**src/rtl/cameralink_36bit_medium_rx.sv**
```systemverilog
// Camera Link 36-bit Medium receive unpacker: X/Y/Z channel words -> 12-bit RGB + sync,
// with cross-channel sync check and optional line/frame geometry (macro CL_RX_GEOMETRY_EN).
module cameralink_36bit_medium_rx (
  input  logic        I_Pixel_clk,
  input  logic        I_Rst_n,
  input  logic [27:0] I_X_FPGA_DATA,
  input  logic [27:0] I_Y_FPGA_DATA,
  input  logic [27:0] I_Z_FPGA_DATA,
  input  logic        I_Err_Clr,
  output logic [11:0] O_Pixel_R,
  output logic [11:0] O_Pixel_G,
  output logic [11:0] O_Pixel_B,
  output logic        O_Pixel_Fval,
  output logic        O_Pixel_Lval,
  output logic        O_Pixel_Dval,
  output logic        O_Pixel_Valid,
  output logic        O_Sync_Err,
  output logic        O_Sync_Err_Sticky,
  output logic [7:0]  O_Err_Cnt,
  output logic [15:0] O_Line_Pixels,
  output logic [15:0] O_Frame_Lines,
  output logic [15:0] O_Frame_Cnt,
  output logic        O_Frame_Done
);

  typedef struct packed {
    logic [11:0] r;
    logic [11:0] g;
    logic [11:0] b;
    logic        fval;
    logic        lval;
    logic        dval;
    logic        valid;
  } pix_t;

  // Port bit scatter as wired by the Camera Link channel link
  function automatic logic [7:0] port_a(input logic [27:0] w);
    return {w[27], w[5], w[6], w[4:0]};
  endfunction
  function automatic logic [7:0] port_b(input logic [27:0] w);
    return {w[11], w[10], w[14], w[13], w[12], w[9], w[8], w[7]};
  endfunction
  function automatic logic [7:0] port_c(input logic [27:0] w);
    return {w[17], w[16], w[22], w[21], w[20], w[19], w[18], w[15]};
  endfunction
  function automatic logic [2:0] sync_of(input logic [27:0] w);
    return {w[25], w[24], w[26]};
  endfunction

  logic [27:0] s1_x_q, s1_y_q, s1_z_q, s1_x_d, s1_y_d, s1_z_d;
  logic        s1_clr_q, s1_clr_d;
  pix_t        pix_q, pix_d;
  logic        sync_err_q, sync_err_d;
  logic        sticky_q, sticky_d;
  logic [7:0]  err_cnt_q, err_cnt_d;
  logic [7:0]  xa, xb, xc, ye, yf;
  logic [2:0]  x_sync, y_sync, z_sync;
  logic        mismatch;
  logic        unused_bits;

  // Clear travels with the data word so it lines up with that word's sync check
  always_comb begin
    s1_x_d   = I_X_FPGA_DATA;
    s1_y_d   = I_Y_FPGA_DATA;
    s1_z_d   = I_Z_FPGA_DATA;
    s1_clr_d = I_Err_Clr;
  end

  always_ff @(posedge I_Pixel_clk or negedge I_Rst_n) begin
    if (!I_Rst_n) begin
      s1_x_q   <= '0;
      s1_y_q   <= '0;
      s1_z_q   <= '0;
      s1_clr_q <= 1'b0;
    end else begin
      s1_x_q   <= s1_x_d;
      s1_y_q   <= s1_y_d;
      s1_z_q   <= s1_z_d;
      s1_clr_q <= s1_clr_d;
    end
  end

  always_comb begin
    xa     = port_a(s1_x_q);
    xb     = port_b(s1_x_q);
    xc     = port_c(s1_x_q);
    ye     = port_b(s1_y_q);
    yf     = port_c(s1_y_q);
    x_sync = sync_of(s1_x_q);
    y_sync = sync_of(s1_y_q);
    z_sync = sync_of(s1_z_q);

    pix_d.r     = {xb[3:0], xa};
    pix_d.b     = {xb[7:4], xc};
    pix_d.g     = {yf[3:0], ye};
    pix_d.fval  = x_sync[2];
    pix_d.lval  = x_sync[1];
    pix_d.dval  = x_sync[0];
    pix_d.valid = &x_sync;

    mismatch   = (y_sync != x_sync) || (z_sync != x_sync);
    sync_err_d = mismatch & ~s1_clr_q;
    err_cnt_d  = err_cnt_q;
    sticky_d   = sticky_q;
    if (s1_clr_q) begin
      err_cnt_d = '0;
      sticky_d  = 1'b0;
    end else if (mismatch) begin
      sticky_d = 1'b1;
      if (err_cnt_q != 8'hFF) err_cnt_d = err_cnt_q + 8'd1;
    end
  end

  always_ff @(posedge I_Pixel_clk or negedge I_Rst_n) begin
    if (!I_Rst_n) begin
      pix_q      <= '0;
      sync_err_q <= 1'b0;
      sticky_q   <= 1'b0;
      err_cnt_q  <= '0;
    end else begin
      pix_q      <= pix_d;
      sync_err_q <= sync_err_d;
      sticky_q   <= sticky_d;
      err_cnt_q  <= err_cnt_d;
    end
  end

  // Port D, F[7:4], G/H and the spare bit are carried but never decoded
  assign unused_bits = ^{s1_x_q, s1_y_q, s1_z_q};

  assign O_Pixel_R         = pix_q.r;
  assign O_Pixel_G         = pix_q.g;
  assign O_Pixel_B         = pix_q.b;
  assign O_Pixel_Fval      = pix_q.fval;
  assign O_Pixel_Lval      = pix_q.lval;
  assign O_Pixel_Dval      = pix_q.dval;
  assign O_Pixel_Valid     = pix_q.valid;
  assign O_Sync_Err        = sync_err_q;
  assign O_Sync_Err_Sticky = sticky_q;
  assign O_Err_Cnt         = err_cnt_q;

`ifdef CL_RX_GEOMETRY_EN
  logic        fval_prev_q, lval_prev_q;
  logic [15:0] pix_cnt_q, pix_cnt_d, line_cnt_q, line_cnt_d;
  logic [15:0] line_pixels_q, line_pixels_d, frame_lines_q, frame_lines_d;
  logic [15:0] frame_cnt_q, frame_cnt_d;
  logic        frame_done_q, frame_done_d;
  logic [15:0] pix_sum, line_inc;
  logic        lval_fall, line_end, frame_end;

  // A line closing on the same word FVAL drops still belongs to the frame, hence fval_prev_q
  always_comb begin
    lval_fall = lval_prev_q & ~x_sync[1];
    line_end  = lval_fall & fval_prev_q;
    frame_end = fval_prev_q & ~x_sync[2];
    pix_sum   = (!(&x_sync) || pix_cnt_q == 16'hFFFF) ? pix_cnt_q : pix_cnt_q + 16'd1;
    line_inc  = (line_end && line_cnt_q != 16'hFFFF) ? line_cnt_q + 16'd1 : line_cnt_q;

    pix_cnt_d     = lval_fall ? 16'd0 : pix_sum;
    line_cnt_d    = line_inc;
    line_pixels_d = line_end ? pix_sum : line_pixels_q;
    frame_lines_d = frame_lines_q;
    frame_cnt_d   = frame_cnt_q;
    frame_done_d  = 1'b0;
    if (frame_end) begin
      frame_lines_d = line_inc;
      line_cnt_d    = '0;
      frame_cnt_d   = frame_cnt_q + 16'd1;
      frame_done_d  = 1'b1;
    end
  end

  always_ff @(posedge I_Pixel_clk or negedge I_Rst_n) begin
    if (!I_Rst_n) begin
      fval_prev_q   <= 1'b0;
      lval_prev_q   <= 1'b0;
      pix_cnt_q     <= '0;
      line_cnt_q    <= '0;
      line_pixels_q <= '0;
      frame_lines_q <= '0;
      frame_cnt_q   <= '0;
      frame_done_q  <= 1'b0;
    end else begin
      fval_prev_q   <= x_sync[2];
      lval_prev_q   <= x_sync[1];
      pix_cnt_q     <= pix_cnt_d;
      line_cnt_q    <= line_cnt_d;
      line_pixels_q <= line_pixels_d;
      frame_lines_q <= frame_lines_d;
      frame_cnt_q   <= frame_cnt_d;
      frame_done_q  <= frame_done_d;
    end
  end

  assign O_Line_Pixels = line_pixels_q;
  assign O_Frame_Lines = frame_lines_q;
  assign O_Frame_Cnt   = frame_cnt_q;
  assign O_Frame_Done  = frame_done_q;
`else
  assign O_Line_Pixels = '0;
  assign O_Frame_Lines = '0;
  assign O_Frame_Cnt   = '0;
  assign O_Frame_Done  = 1'b0;
`endif

endmodule

```
**config.mk**
```make
export PLATFORM = sky130hd
export DESIGN_NAME = cameralink_36bit_medium_rx
export DESIGN_NICKNAME = d
export VERILOG_FILES = /design/src/rtl/cameralink_36bit_medium_rx.sv
export SDC_FILE = /design/constraint.sdc
export NUM_CORES = 1
export LEC_CHECK = 0
export ABC_AREA = 1
export BUFFER_PORTS_ARGS = -buffer_cell sky130_fd_sc_hd__buf_2
export CORE_MARGIN = 2
export CORE_UTILIZATION = 28
export DETAILED_ROUTE_END_ITERATION = 10
export GPL_TIMING_DRIVEN = 0
export PLACE_DENSITY = 0.63
export SYNTH_ARGS = -nofsm -noshare
export SYNTH_HDL_FRONTEND = slang
export SYNTH_SLANG_ARGS = --single-unit
```
**constraint.sdc**
```tcl
create_clock -name I_Pixel_clk -period 3.5 [get_ports I_Pixel_clk]
set_input_delay 1.05 -clock I_Pixel_clk [delete_from_list [all_inputs] [get_ports I_Pixel_clk]]
set_output_delay 1.05 -clock I_Pixel_clk [all_outputs]
set_load 0.02 [all_outputs]
```
**Word level (Yosys, flattened, before mapping)**

Cells that the tools add are included.

- Register bits after elaboration: 133
- Input port bits: 87
- Output and inout port bits: 99

- $add $sub $neg: 1
- Equality and inequality tests: 3
- Mux-type cells: 5
- Bitwise gates (word level): 2
- Reductions and logical operators: 5

Operators with widths:

| cell | number |
|---|---|
| 8-bit two-way mux | 3 |
| 8-bit by 1-bit adder with 8-bit output (second input constant) | 1 |
| 8-bit inequality test (second input constant) | 1 |
| 3-bit inequality test | 2 |
| 2-bit nonzero test | 2 |
| 3-bit AND reduction | 1 |
| 1-bit two-way mux | 2 |
| 2-bit AND reduction | 1 |
| 1-bit bitwise AND | 1 |
| 1-bit logical OR | 1 |
| 1-bit inverter | 1 |

**Logic depth before layout (Yosys ltp)**

Gate-level depths: netlist of the first run.

- Word-level depth: 4
- Gate-level depth with buffers: 8

**Least setup slack after synthesis of the first run**

No wires, ideal clock.

- Path kind: register -> output
- From: register err_cnt_q[7], in the netlist O_Err_Cnt[7]
- To: output port O_Err_Cnt[7]
- Arrival: 0.504 ns
- Required time: 2.450 ns
- Path slack: 1.946 ns
- Cell stages (with the launch flop): 1
- Cell sequence: dfrtp_1

RTL lines:

| what | RTL line | source |
|---|---|---|
| from (decl) | 55 | `logic [7:0] err_cnt_q, err_cnt_d;` |
| from (signal assigned) | 124 | `err_cnt_q <= err_cnt_d;` |
| to (decl) | 19 | `output logic [7:0] O_Err_Cnt,` |

No word-level cell between the ends.

**Worst setup path in the final report of the first run**

- From: register err_cnt_q[7], in the netlist O_Err_Cnt[7]
- To: output port O_Err_Cnt[7]

No word-level cell between the ends.

==> reports/metrics.cfg, run 1 <==
[yosys]
ys_ff_latch=96
synth_area_leaders=dfrtp_1 75%, buf_4 12%, nand2_1 3.5%
ys_warn_count=0
synth_commonest_cells=96 x dfrtp_1, 49 x buf_4, 30 x nand2_1
ys_seq_area_share_pct=75.32
yosys.area.top_type_share_pct=75.32
syn_avg_cell_area_um2=13.93
syn_inst=229
ys.flop_type=dfrtp_1
synth_edf_count=0
syn_area_um2=3189
synthArstFlopShare_pct=100.0
ys_types=21
synth_top_cell_by_area=dfrtp_1
synth_most_common_cell=dfrtp_1

[placement]
place_ws_ns=1.809
port_buffers=97
placed_cell_area_um2=4060
dp_hpwl_mm=4.351
place_congestion=0.7378

[clock_tree]
htree_levels=3
clock_latency_ns=0.33
cts_buffers=9
cts_tree=built
ctsResizeCount=0
post_cts_buffers=0
cts-root-buf=clkbuf_16
cts.sinks=96
cts.clk_slew.worst_paths_ns=0.07
hold_buffers=0
cts.path.max_buffers=2

[worst_hold_path]
min_from=s1_x_q[4]$_DFF_PN0_
min_to=O_Pixel_R[4]$_DFF_PN0_
hold_path.class=reg2reg
holdPathStages=0

[routing]
drt_iter0_drc=59
viasPerCell=3.599
ant_nets=0
drt_pass1_iterations=4
routedWlPerCell_um=10.76
vias=1911
drc=0
postRouteWirelength_mm=5.715

[floorplanning]
die_y_um=110.7
coreArea_um2=10980
fp.dieW_um=110.7
dieArea_um2=12260
rows=38
pin_count=186
start_util_pct=29.04

[worst_setup_path]
path_cells=buf_2
worstSetupEndpointType=output pin
path_class=reg2out
crit_required_ns=2.45
r2r-end=O_Err_Cnt[4]$_DFFE_PN0P_
critPathBufInv=1
crit_path_max_incr_delay_ns=0.45
setup.worst_path.start_class=flip-flop
r2r_start=O_Err_Cnt[1]$_DFFE_PN0P_
ff2ff_path_depth=7
crit_path_top_delay_cell=dfrtp_1
cp_max_fo=5
timing.reg2reg.setup_slack_ns=2.03
path_delay_family=flip-flops
arrival_ns=0.99

[layout]
num_antenna_cells=0
area_growth_pct=35.82
drive_gt1_share_pct=43.22
final_cell_area_um2=4332
fillers=1061
nets=474

[global_routing]
grt_pass1_vias=1885
grt.total_usage_pct=9.538
grt_pass1_wl_mm=9.101
grt.overflow.total=0
antenna_found_initial=0
grt_start_max_net_pins=71

[sta]
hold_viol=0
max_freq_ghz=0.4893
period_minus_slack_ns=2.044
rsz0062_at_grt=no
setup_violations=0
finalSetupTns_ns=0
fin_worst_skew_ns=0.009615
fin_crit_sh_pct=58.40
worst_slack_ns=1.456
drv_slew=0

[run_status]
status=complete, no violations

[power_and_ir_drop]
ir_drop_mv=0.3308
fin_total_pwr_w=0.002304
power_leakage_nw=2.331
cellPowerDensity_nw_per_um2=531.9

[flow_run]
cap_violations=0

[state kept, by name, indices dropped and copies added (netlist names)]
signal / cells
O_Err_Cnt: 8
O_Pixel_B: 12
O_Pixel_Dval: 1
O_Pixel_Fval: 1
O_Pixel_G: 12
O_Pixel_Lval: 1
O_Pixel_R: 12
O_Pixel_Valid: 1
O_Sync_Err: 1
O_Sync_Err_Sticky: 1
s1_clr_q: 1
s1_x_q: 27
s1_y_q: 15
s1_z_q: 3
[how the worst max path moves through the flow]
| stage | startpoint | slack, ns | endpoint | cells after the start |
|---|---|---|---|---|
| 3_5_place_dp | O_Err_Cnt[7]$_DFFE_PN0P_ | 1.81 | O_Err_Cnt[7] | 1 |
| 6_report | O_Err_Cnt[7]$_DFFE_PN0P_ | 1.46 | O_Err_Cnt[7] | 1 |
| 5_1_grt | O_Err_Cnt[7]$_DFFE_PN0P_ | 1.40 | O_Err_Cnt[7] | 1 |
| 2_1_floorplan | O_Err_Cnt[7]$_DFFE_PN0P_ | 1.95 | O_Err_Cnt[7] | 0 |
| 4_1_cts | O_Err_Cnt[7]$_DFFE_PN0P_ | 1.45 | O_Err_Cnt[7] | 1 |
| 3_3_place_gp | I_Rst_n | 0.60 | O_Err_Cnt[5]$_DFFE_PN0P_ | 1 |
[final cells by class]
cell class	instances	area, um2	share of cell area (%)
Clock inverter	5	38.79	0.8954
Multi-Input combinational cell	122	560.5	12.94
Timing Repair Buffer	98	515.5	11.90
Sequential cell	96	2402	55.46
Inverter	9	33.78	0.7799
Tap cell	140	175.2	4.044
Buffer	50	372.9	8.608
Clock buffer	11	232.7	5.373
[routing by layer]
metal	wire, um	part of all wire, %	up-vias	global-route usage, %
li1	-	-	932	-
met1	2209	39	866	10.39
met2	2705	47	105	14.93
met3	698	12	8	5.085
met4	102	1.8	0	5.250
met5	0	0	-	0
[metrics by stage]
stage | hold slack (ns) | std cells | utilization, %
detailed placement | 0.3347 | 515 | 36.97
global route | 0.3529 | 531 | 39.44
CTS | 0.3460 | 531 | 39.44
floorplan | 0.3312 | 277 | -
global placement | 0.3312 | 514 | 36.69
finish | 0.3462 | 531 | 39.44
[cell families after synthesis]
group / after synthesis / synth area share [%]
buf+inv: 59 / 12.75
fa+ha+maj: 1 / 0.3922
flops: 96 / 75.32
simple gates: 65 / 10.16
compound gates: 7 / 1.255
other cells: 1 / 0.1176
[cell usage in the layout, fill, tap and decap left out]
cell	synthesis	layout
clkinv_2	0	1
conb_1	1	49
buf_2	1	97
clkinvlp_4	0	1
a21oi_1	4	4
nand2_2	2	2
nand2_1	30	30
o21bai_1	1	1
clkinv_4	0	1
inv_1	8	8
nand3_1	11	11
inv_2	1	1
clkbuf_1	0	2
nor3b_1	1	1
nand4_1	2	2
buf_16	0	1
o21a_1	1	1
nor2_1	14	14
and3_1	1	1
clkbuf_16	0	9
o21ai_1	1	1
inv_6	0	2
ha_1	1	1
dfrtp_1	96	96
nand2_4	1	1
buf_4	49	50
nand4_4	2	2
nor2_4	1	1
[report_power, final]
group	internal [W]	leakage, nW	switching, W	total, W
combinational	0.0000846	1.06	0.000142	0.000227
sequential	0.00116	1.14	0.0000204	0.00118
clock	0.000487	0.131	0.000406	0.000893
total	0.00174	2.33	0.000569	0.00230
Power figures use the tool's default switching activity.
==> inputs of run 2 (changes only) <==
ABC_AREA = 0   (was 1)
PLACE_DENSITY = 0.66   (was 0.63)
clock period = 1.8 ns   (was 3.5 ns; I/O delays follow)
==> run 2 against run 1 <==
  * Critical path depth is 5 higher
  * Non-clock buffer count is 10 higher
  * First-iteration DRC count is 8.5% lower
  * Synthesized cell count is 14% lower
  * Worst hold slack worse by 0.17 ns
  * Cell area is 1.6% lower
  * Die area is 2.7% lower
  * Cell count is 4.3% lower
  * Critical endpoint is now O_Err_Cnt[4]$_DFFE_PN0P_
==> reports/metrics.cfg, run 2 <==
[yosys]
ys.flop_type=dfrtp_1
synth_most_common_cell=dfrtp_1
syn_area_um2=3099
ys_types=29
synth_area_leaders=dfrtp_1 78%, buf_4 12%, a21oi_1 0.97%
synthArstFlopShare_pct=100.0
synth_commonest_cells=96 x dfrtp_1, 49 x buf_4, 6 x a21oi_1, 6 x nand3_1, 5 x o21ai_0
syn_avg_cell_area_um2=15.73
syn_inst=197
synth_top_cell_by_area=dfrtp_1
ys_warn_count=0
synth_edf_count=0
ys_seq_area_share_pct=77.51
ys_ff_latch=96
yosys.area.top_type_share_pct=77.51

[routing]
ant_nets=0
drt_iter0_drc=54
drt_pass1_iterations=4
postRouteWirelength_mm=5.660
vias=1843
viasPerCell=3.628
routedWlPerCell_um=11.14
drc=0

[layout]
final_common_cell=buf_2
multi_input_area_um2=503.0
fin_util_pct=39.31
area_growth_pct=37.51
num_antenna_cells=0
fillers=1060
nets=451
largest_reg_flops=27
final_cell_mix=96 x buf_2, 95 x dfrtp_1, 58 x buf_4
top_register=s1_x_q
largest_registers=s1_x_q (27), s1_y_q (15)
finalNonFillerCells=508
final_cell_area_um2=4262
drive_gt1_share_pct=51.09
layout.area.seq_um2=2404

[worst_setup_path]
r2r_start=s1_z_q[25]$_DFF_PN0_
r2r-end=O_Err_Cnt[4]$_DFFE_PN0P_
path_cells=or3_1 -> a222oi_1 -> buf_4 -> clkbuf_16 -> o21bai_1 -> o311a_2
path_class=reg2reg
crit_required_ns=2.04
cp_max_fo=8
crit_path_top_delay_cell=dfrtp_1
arrival_ns=1.98
worstSetupEndpointType=flip-flop
timing.reg2reg.setup_slack_ns=0.05
crit_path_max_incr_delay_ns=0.38
worstSetupStartpoint=s1_z_q[25]$_DFF_PN0_
setup.worst_path.start_class=flip-flop
ff2ff_path_depth=6

[clock_tree]
cts.path.max_buffers=2
cts_buffers=9
cts.clk_slew.worst_paths_ns=0.09
hold_buffers=0
htree_levels=3
cts.sinks=96
clock_latency_ns=0.35
cts_tree=built
cts-root-buf=clkbuf_8

[floorplanning]
dieArea_um2=11930
pin_count=186
start_util_pct=28.59
rows=38
fp.dieW_um=109.2
die_y_um=109.2
coreArea_um2=10840

[sta]
hold_ws_ns=0.1731
period_minus_slack_ns=1.748
fin_worst_skew_ns=0.01014
rsz0062_at_grt=yes
drv_slew=0
maxSlewHeadroom_pct=62.21
setup_violations=0
max_freq_ghz=0.5719
finalSetupTns_ns=0
fin_crit_sh_pct=97.14
hold_viol=0
worst_slew_pin_slew_ns=0.5668

[global_routing]
grt.total_usage_pct=9.947
grt_pass1_vias=1797
grt.overflow.total=0
grt_pass1_wl_mm=8.838
antenna_found_initial=0
grt_start_max_net_pins=53

[worst_hold_path]
hold_path.class=in2async

[placement]
placed_cells=483
placed_cell_area_um2=3970
place_congestion=0.7317
port_buffers=97
dp_hpwl_mm=4.014

[power_and_ir_drop]
cellPowerDensity_nw_per_um2=945.1
ir_drop_mv=0.6154
power_leakage_nw=2.201

[run_status]
status=complete, no violations

[flow_run]
cap_violations=0

==> run 2: cell count changes after synthesis, moves of 3 or more <==
cell | previous run | this run
or3_1 | 0 | 3
or3_2 | 0 | 3
o21ai_0 | 0 | 5
nand2_1 | 30 | 4
nand3_1 | 11 | 6
inv_1 | 8 | 3
nor2_1 | 14 | 2
==> run 2: what timing repair did <==
item                       CTS  global route
pin swaps                    1             6
setup endpoints to repair   10             8
gates resized for setup      0            11
setup buffers                2             6
cloned                       0             1
==> run 2: cell type report <==
type / instances / share of cell area, %
multi-input combinational: 95 / 11.80
clock buffer: 12 / 3.406
sequential: 96 / 56.40
inverter: 3 / 0.2642
tap: 140 / 4.110
timing repair buffer: 107 / 14.09
buffer: 51 / 9.072
clock inverter: 4 / 0.8514
==> run 2: cells by family after synthesis <==
family / after synthesis / share of synthesized area, %
fa+ha+maj: 1 / 0.4036
flops: 96 / 77.51
other cells: 1 / 0.1210
buf+inv: 54 / 12.72
simple gates: 25 / 4.724
compound gates: 20 / 4.522
==> run 2: routing by layer <==
metal  GRT usage, %  vias to the layer above  share of wire (%)
met5              0                        -                  0
met2          16.15                      102                 49
met4          4.882                        0                1.3
li1               -                      881                  -
met3          4.363                        9                 12
met1          11.18                      851                 37
==> run 2: stage by stage <==
stage | worst slack (ns) | total power (W)
final | 0.05155 | 0.004028
after global routing | -0.08300 | 0.004227
after CTS | 0.02569 | 0.004081
after detailed placement | -0.5040 | 0.002773
after global placement | -0.6035 | 0.002755
after floorplan | -0.09535 | 0.002599
==> run 2: worst max-delay path by stage <==
stage | to | slack, ns | cells after the start
2_1_floorplan | O_Err_Cnt[4]$_DFFE_PN0P_ | -0.1 | 5
3_3_place_gp | O_Err_Cnt[6]$_DFFE_PN0P_ | -0.60 | 1
3_5_place_dp | O_Err_Cnt[4]$_DFFE_PN0P_ | -0.50 | 5
4_1_cts | O_Err_Cnt[5]$_DFFE_PN0P_ | 0.03 | 5
5_1_grt | O_Err_Cnt[6]$_DFFE_PN0P_ | -0.08 | 6
6_report | O_Err_Cnt[4]$_DFFE_PN0P_ | 0.05 | 6
==> run 2: power by group <==
group	total [W]	switching [W]	internal [W]	leakage (nW)
combinational	0.000445	0.000271	0.000174	0.977
sequential	0.00230	0.0000364	0.00226	1.14
clock	0.00129	0.000727	0.000559	0.0891
total	0.00403	0.00103	0.00299	2.20
==> run 2: worst max-delay path, delay by kind of cell, from the launching register on <==
kind            cells  cell delay (ns)
compound gates      3             0.51
flops               1             0.38
buf+inv             2             0.38
simple gates        1             0.37
==> inputs of run 3 (changes only) <==
PLACE_DENSITY = unset   (was 0.66)
PLACE_DENSITY_LB_ADDON = 0.2   (was unset)
==> run 3 against run 2 <==
  * Setup slack is essentially flat
  * Maximum frequency is essentially flat
  * Worst hold slack worse by 0.11 ns
  * Clock skew hardly changed
  * Highest routed layer is now met5
==> reports/metrics.cfg, run 3 (synthesis results as in run 2) <==
[layout]
fillers=1038
finalNonFillerCells=508
area_growth_pct=38.92
fin_util_pct=39.72
largest_registers=s1_x_q (27), s1_y_q (15)
top_register=s1_x_q
final_cell_mix=96 x dfrtp_1, 96 x buf_2, 58 x buf_4
largest_reg_flops=27
num_antenna_cells=0
nets=451
drive_gt1_share_pct=51.09

[sta]
max_freq_ghz=0.5721
fin_worst_skew_ns=0.01011
hold_viol=0
fin_crit_sh_pct=97.11
setup_violations=0
period_minus_slack_ns=1.748
drv_slew=0
finalSetupTns_ns=0
rsz0062_at_grt=yes
worst_slack_ns=0.05205

[worst_setup_path]
crit_required_ns=2.04
ff2ff_path_depth=6
r2r-end=O_Err_Cnt[4]$_DFFE_PN0P_
arrival_ns=1.99
path_class=reg2reg
setup.worst_path.start_class=flip-flop
timing.reg2reg.setup_slack_ns=0.05
worstSetupEndpointType=flip-flop
cp_max_fo=8
r2r_start=s1_x_q[24]$_DFF_PN0_

[clock_tree]
htree_levels=3
clock_latency_ns=0.35
cts-root-buf=clkbuf_8
cts_buffers=9
cts_tree=built
cts.path.max_buffers=2
cts.clk_slew.worst_paths_ns=0.10
cts.sinks=96

[routing]
routedWlPerCell_um=10.85
viasPerCell=3.665
drc=0
drt_pass1_iterations=4
vias=1862
ant_nets=0
postRouteWirelength_mm=5.512
drt_iter0_drc=25

[power_and_ir_drop]
power_leakage_nw=2.232
cellPowerDensity_nw_per_um2=983.8
ir_drop_mv=0.4440

[worst_hold_path]
hold_path.class=in2async

[run_status]
status=complete, no violations

[floorplanning]
die_y_um=109.2
rows=38
pin_count=186
dieArea_um2=11930
coreArea_um2=10840
fp.dieW_um=109.2
start_util_pct=28.59

[placement]
placed_cells=483
dp_hpwl_mm=3.835
port_buffers=97
place_congestion=0.7083
place_ws_ns=-0.5865

[global_routing]
antenna_found_initial=1
grt_pass1_wl_mm=8.949
grt_start_max_net_pins=74
grt.overflow.total=0
grt.total_usage_pct=9.927
grt_pass1_vias=1802

[flow_run]
cap_violations=0

run 3: worst max path at each step:
stage / startpoint / endpoint / slack (ns) / cells after the start
2_1_floorplan: s1_y_q[25]$_DFF_PN0_ / O_Err_Cnt[4]$_DFFE_PN0P_ / -0.1 / 5
3_3_place_gp: I_Rst_n / O_Err_Cnt[3]$_DFFE_PN0P_ / -0.71 / 1
3_5_place_dp: s1_y_q[25]$_DFF_PN0_ / O_Err_Cnt[1]$_DFFE_PN0P_ / -0.59 / 5
4_1_cts: s1_y_q[25]$_DFF_PN0_ / O_Err_Cnt[1]$_DFFE_PN0P_ / 0.02 / 6
5_1_grt: s1_y_q[25]$_DFF_PN0_ / O_Err_Cnt[6]$_DFFE_PN0P_ / -0.03 / 6
6_report: s1_x_q[24]$_DFF_PN0_ / O_Err_Cnt[4]$_DFFE_PN0P_ / 0.05 / 6
run 3: worst max-delay path: stages (launching register included):
cell       delay (ns)
dfrtp_1          0.41
or3_1            0.35
a222oi_1         0.32
buf_4            0.24
clkbuf_16        0.16
o21bai_1         0.06
o311a_2          0.11
run 3: layer usage:
layer	routed length [um]	part of all wire [%]	GRT usage, %
met1	2195	40	12.90
met2	2469	45	13.93
met3	767	14	4.961
met4	66	1.2	4.340
met5	13	0.24	0
run 3: stage by stage:
stage / power (W) / instance area [um2] / hold slack (ns)
finish: 0.004235 / 4305 / 0.06794
floorplan: 0.002599 / 3279 / 0.2444
global placement: 0.002755 / 3940 / 0.3314
global route: 0.004482 / 4305 / 0.06614
CTS: 0.004307 / 4199 / 0.05410
detailed placement: 0.002770 / 3970 / 0.3347
run 3: area by class of cell:
class | count | area [um2] | share of cell area, %
buffer | 51 | 386.6 | 8.980
clock buffer | 10 | 137.6 | 3.197
clock inverter | 6 | 83.83 | 1.947
inverter | 3 | 11.26 | 0.2616
multi-input combinational | 95 | 508.0 | 11.80
sequential | 96 | 2402 | 55.80
tap | 140 | 175.2 | 4.069
timing repair buffer | 107 | 600.6 | 13.95
run 3: repair_timing:
action                                  CTS  global route
setup buffers                             1             7
hold buffers                              0             0
gates resized for setup                   0            12
endpoints found under the setup margin   10             7
cloned                                    0             1
pin swaps                                 1             9
run 3: report_power, final:
group / switching [W] / internal [W] / leakage, nW / total [W]
Clock: 0.000786 / 0.000715 / 0.112 / 0.00150
Combinational: 0.000268 / 0.000174 / 0.983 / 0.000441
Sequential: 0.0000338 / 0.00226 / 1.14 / 0.00229
Total: 0.00109 / 0.00315 / 2.23 / 0.00424
